--- src/rtl/conv33_window.sv ---
// rtl/conv33_window.sv - raster pixel stream to 3x3 sliding windows for the convolution core
module conv33_window #(
    parameter int DATA_WIDTH = 8,
    parameter int IMG_W      = 28,
    parameter int IMG_H      = 28
) (
    input  logic                  clk,
    input  logic                  rst,
    input  logic                  pix_valid_in,
    output logic                  pix_ready_out,
    input  logic [DATA_WIDTH-1:0] pix_data,
    output logic                  win_valid_out,
    input  logic                  win_ready_in,
    output logic [DATA_WIDTH-1:0] win_0_0,
    output logic [DATA_WIDTH-1:0] win_0_1,
    output logic [DATA_WIDTH-1:0] win_0_2,
    output logic [DATA_WIDTH-1:0] win_1_0,
    output logic [DATA_WIDTH-1:0] win_1_1,
    output logic [DATA_WIDTH-1:0] win_1_2,
    output logic [DATA_WIDTH-1:0] win_2_0,
    output logic [DATA_WIDTH-1:0] win_2_1,
    output logic [DATA_WIDTH-1:0] win_2_2,
    output logic                  frame_done
);

    localparam int CW = (IMG_W > 1) ? $clog2(IMG_W) : 1;
    localparam int RW = (IMG_H > 1) ? $clog2(IMG_H) : 1;
    localparam logic [CW-1:0] COL_LAST = CW'(IMG_W - 1);
    localparam logic [RW-1:0] ROW_LAST = RW'(IMG_H - 1);
    localparam logic [CW-1:0] COL_WIN  = CW'(2);
    localparam logic [RW-1:0] ROW_WIN  = RW'(2);

    logic [CW-1:0]         r_col;
    logic [RW-1:0]         r_row;
    logic                  r_win_valid;
    logic                  r_frame_done;
    logic [DATA_WIDTH-1:0] r_lb0 [IMG_W];
    logic [DATA_WIDTH-1:0] r_lb1 [IMG_W];
    logic [DATA_WIDTH-1:0] r_win [3][3];

    logic                  w_accept;
    logic                  w_col_last;
    logic                  w_row_last;
    logic                  w_win_ok;
    logic [DATA_WIDTH-1:0] w_lb0_rd;
    logic [DATA_WIDTH-1:0] w_lb1_rd;

    assign pix_ready_out = !r_win_valid || win_ready_in;
    assign w_accept      = pix_valid_in && pix_ready_out;
    assign w_col_last    = (r_col == COL_LAST);
    assign w_row_last    = (r_row == ROW_LAST);
    assign w_win_ok      = (r_row >= ROW_WIN) && (r_col >= COL_WIN);
    assign w_lb0_rd      = r_lb0[r_col];
    assign w_lb1_rd      = r_lb1[r_col];

    // Line buffers carry no reset: stale rows are masked by the row gate.
    always_ff @(posedge clk) begin
        if (w_accept) begin
            r_lb0[r_col] <= w_lb1_rd;
            r_lb1[r_col] <= pix_data;
        end
    end

    always_ff @(posedge clk or negedge rst) begin
        if (!rst) begin
            r_col <= '0;
            r_row <= '0;
        end else if (w_accept) begin
            if (w_col_last) begin
                r_col <= '0;
                r_row <= w_row_last ? '0 : r_row + 1'b1;
            end else begin
                r_col <= r_col + 1'b1;
            end
        end
    end

    // The shift register doubles as the output stage; it only moves on a pixel accept.
    always_ff @(posedge clk or negedge rst) begin
        if (!rst) begin
            r_win_valid  <= 1'b0;
            r_frame_done <= 1'b0;
            for (int r = 0; r < 3; r++) begin
                for (int c = 0; c < 3; c++) begin
                    r_win[r][c] <= '0;
                end
            end
        end else begin
            r_frame_done <= w_accept && w_col_last && w_row_last;
            if (w_accept) begin
                r_win_valid <= w_win_ok;
                for (int r = 0; r < 3; r++) begin
                    r_win[r][0] <= r_win[r][1];
                    r_win[r][1] <= r_win[r][2];
                end
                r_win[0][2] <= w_lb0_rd;
                r_win[1][2] <= w_lb1_rd;
                r_win[2][2] <= pix_data;
            end else if (win_ready_in) begin
                r_win_valid <= 1'b0;
            end
        end
    end

    assign win_valid_out = r_win_valid;
    assign frame_done    = r_frame_done;
    assign win_0_0       = r_win[0][0];
    assign win_0_1       = r_win[0][1];
    assign win_0_2       = r_win[0][2];
    assign win_1_0       = r_win[1][0];
    assign win_1_1       = r_win[1][1];
    assign win_1_2       = r_win[1][2];
    assign win_2_0       = r_win[2][0];
    assign win_2_1       = r_win[2][1];
    assign win_2_2       = r_win[2][2];

endmodule
--- config.mk ---
export PLATFORM = sky130hd
export DESIGN_NAME = conv33_window
export DESIGN_NICKNAME = d
export VERILOG_FILES = /design/src/rtl/conv33_window.sv
export SDC_FILE = /design/constraint.sdc
export NUM_CORES = 1
export LEC_CHECK = 0
export CORE_MARGIN = 5
export CORE_UTILIZATION = 40
export CTS_CLUSTER_SIZE = 14
export DETAILED_ROUTE_END_ITERATION = 12
export PLACE_DENSITY = 0.54
export SYNTH_ARGS = -nofsm -noshare
export SYNTH_HDL_FRONTEND = slang
export SYNTH_SLANG_ARGS = --single-unit
--- constraint.sdc ---
create_clock -name clk -period 6.6 [get_ports clk]
set_clock_uncertainty 0.05 [all_clocks]
set_input_delay 0.66 -clock clk [delete_from_list [all_inputs] [get_ports clk]]
set_output_delay 0.66 -clock clk [all_outputs]
set_load 0.01 [all_outputs]
==> out/qor.tcl <==
set qor(outcome) {finished clean}
set qor(cts_root_buffer) {sky130_fd_sc_hd__clkbuf_16}
set qor(max-clock-path-buffers) 3
set qor(synth-async-reset-ratio) 0.158
set qor(critPathMaxFanout) 53
set qor(postCtsResizedCells) 0
set qor(drt_pass1_iterations) 4
set qor(worst_hold_path.num_cells) 2
set qor(max-slew-margin-rel) 0.0950
set qor(port_buffers) 86
set qor(wl_per_cell_um) 24.7
set qor(gp_congestion) 0.798
set qor(worst_skew_pair.late_latency_ns) 0.60
set qor(met3_grt_util) 0.0313
set qor(grt_overflow_total) 0
set qor(grt_max_degree) 69
set qor(drv_cap) 0
set qor(max_slew.worst_pin.slew_ns) 1.35
set qor(tritoncts) {done}
set qor(number_of_global_route_vias_before_repair) 11157
set qor(achievable-frequency_mhz) 248
set qor(cp_class) {reg2reg}
set qor(worst_voltage_drop_across_the_vdd_grid_uv) 240
set qor(detail_route.drc_violations) 0
set qor(postRouteWirelength_mm) 50.3
set qor(crit-reg2reg-capture) {win_1_2[6]}
set qor(fin_tns_setup_ns) 0
set qor(die_h_um) 237
set qor(synth.yosys.warnings) 0
set qor(cells_on_worst_reg2reg_path) 5
set qor(final-max-slew-violation-count) 0
set qor(dp_hpwl_mm) 30.6
set qor(starting_density_of_the_core) 0.402
set qor(antenna_found_initial) 0
set qor(grt_use_total) 0.179
set qor(hp-start) {win_1_0[2]}
set qor(fin_util) 0.470
set qor(rsz0062_at_grt) {false}
set qor(design.die.area_um2) 56000
set qor(final_period_minus_worst_setup_slack_ns) 4.04
set qor(layout-area-overhead-vs-synth_pct) 16.8
set qor(post_dp_cell_area_um2) 22200
set qor(syn_area_per_cell_um2) 17.3
set qor(layout_worst_path_cycle_share) 0.612
set qor(chipWidth_um) 237
set qor(cts_setup_buffers) 0
set qor(timing.critical_path.to_type) {flip-flop}
set qor(avgViaCountPerCell) 5.31
set qor(final_design_area_no_fill_um2) 24000
set qor(netlist_top_cells_area) {sky130_fd_sc_hd__edfxtp_1 66%, sky130_fd_sc_hd__dfrtp_1 10%, sky130_fd_sc_hd__mux4_2 5.9%, sky130_fd_sc_hd__mux2i_1 5.7%, sky130_fd_sc_hd__nand2_1 3.5%}
set qor(mappedNetlistNets) 1205
set qor(synth_edf_count) 448
set qor(setup_viol_count_final) 0
set qor(powerDensity_nw_per_um2) 461
set qor(ff2ff_setup_slack_ns) 2.56
set qor(yosys.cell_types.count) 51
set qor(num_io_pins) 87
set qor(routing_usage_on_met2) 0.292
set qor(worst_ep_required_time_ns) 7.03
set qor(worstSetupStartpointType) {flip-flop}
set qor(total_leakage_power_nw) 8.41
set qor(detailedRoute.firstIterationViolations) 823
set qor(net_count_final) 1329
set qor(synthFlopType) {sky130_fd_sc_hd__edfxtp_1}
set qor(final_layout_size_suffix_gt1_frac) 0.149
set qor(yosysTopAreaCell) {sky130_fd_sc_hd__edfxtp_1}
set qor(worst_setup_hold_path_clk_slew_ns) 0.06
set qor(floorplan.core_area_um2) 51100
set qor(cts_inserted_buffers) 55
set qor(ys_seq_elements) 532
set qor(sequential_share_of_the_synthesized_area) 0.757
set qor(timing.final.hold_violations) 0
set qor(synth.top_cell.area_share) 0.655
set qor(grt_pass1_wl_mm) 75.1
set qor(grt_most_used_layer) {met2}
set qor(rows) 83
set qor(syn-cell-area_um2) 20500
set qor(total_power_mw) 11.1
set qor(vias) 10826
set qor(cts.sinks) 532
set qor(hold_path_class) {reg2reg}
set qor(antenna_violating_nets_post_route) 0
set qor(reg2reg_from) {r_col[1]}
set qor(whs_endpoint) {win_1_0[2]}
set qor(globalRouteMet1Util) 0.246
set qor(worst-endpoint-arrival_ns) 4.47
set qor(cts.htree.levels) 2
set qor(synthesis.instances) 1187
set qor(antennaDiodeCount) 0
final cells by class:
class / instances / area [µm²]
Timing Repair Buffer: 125 / 1170
Multi-Input combinational cell: 591 / 4660
Fill cell: 4448 / 27100
Clock inverter: 26 / 210
Clock buffer: 78 / 1520
Sequential cell: 532 / 15600
Tap cell: 680 / 851
Inverter: 6 / 22.5
where the power goes:
part           internal [mW]  switching [mW]
Sequential              4.62           0.376
Clock                   1.72            1.25
Combinational           1.18            1.91
Total                   7.52            3.53
worst max-delay path by stage:
| stage | from | to | slack, ns |
|---|---|---|---|
| global route | r_col[1] | win_1_2[6] | 2.33 |
| detailed placement | r_col[1] | win_1_2[6] | 2.51 |
| floorplan | win_ready_in | r_lb0[2][0] | 3.80 |
| CTS | r_col[1] | win_1_2[6] | 2.51 |
| global placement | r_col[1] | win_1_2[6] | 2.61 |
| finish | r_col[1] | win_1_2[6] | 2.56 |
worst max-delay path, stage by stage (launching register included):
cell and delay (ns):
sky130_fd_sc_hd__dfrtp_4 1.06, sky130_fd_sc_hd__buf_4 0.62, sky130_fd_sc_hd__mux4_2 0.40, sky130_fd_sc_hd__a22oi_1 0.31
sky130_fd_sc_hd__nand3_1 0.82, sky130_fd_sc_hd__mux2_4 0.59
cell usage in the layout, fill, tap and decap left out, drive strengths merged, types with 6 or more instances in the layout:
cell type and instances:
edfxtp 448, a21oi 8, a31oi 6, mux2i 116
mux4 54, nand3 19, inv 7, clkinv 21
mux2 14, nand2 194, buf 39, clkdlybuf4s50 85
o21ai 9, a22oi 25, nor3 11, ha 6
o22ai 40, clkbuf 78, dfrtp 84, nor2 47
synthesized netlist by cell type (all sizes together), types with 8 or more instances:
master,instances
edfxtp,448
nand3,19
o22ai,40
clkbuf,16
a22oi,25
buf,42
a21oi,8
nand2,194
o21ai,9
mux2,14
mux4,54
mux2i,116
nor3,11
dfrtp,84
nor2,47
cells by family (layout without fill, tap and decap cells):
logic type,Yosys count,count (layout),synth area share
adders and majority gates,6,6,0.00366
buffers and inverters,64,235,0.0163
xor gates and xnor gates,3,3,0.00128
DFF,532,532,0.757
AOI/OAI and AO/OA,98,98,0.0325
and+or+nand+nor,300,300,0.0642
muxes,184,184,0.125
through the flow:
stage | setup WS [ns] | hold WS [ns] | std cells
after floorplan | 3.80 | 0.314 | 1187
after global placement | 2.61 | 0.409 | 1933
after detailed placement | 2.51 | 0.413 | 1933
after CTS | 2.51 | 0.396 | 2038
after global routing | 2.33 | 0.417 | 2038
final | 2.56 | 0.420 | 2038
sequential cells by signal (all words and copies together) (netlist names):
name and flops:
r_row 5, win_1_0 8, r_lb1 224, win_2_2 8, win_0_1 8, win_1_1 8, win_2_1 8, win_2_0 8
r_col 5, win_0_0 8, r_lb0 224, win_1_2 8, win_0_2 8, frame_done 1, win_valid_out 1
metal layers:
metal,share of wire,up-vias
li1,-,4824
met1,0.44,5625
met2,0.48,305
met3,0.051,72
met4,0.027,0
met5,0,-
repair_timing:
item,CTS,global route
setup endpoints to repair,0,0
hold buffers,1,0
endpoints found under the hold margin,19,0
No activity file was read; power rests on OpenSTA's default activity.
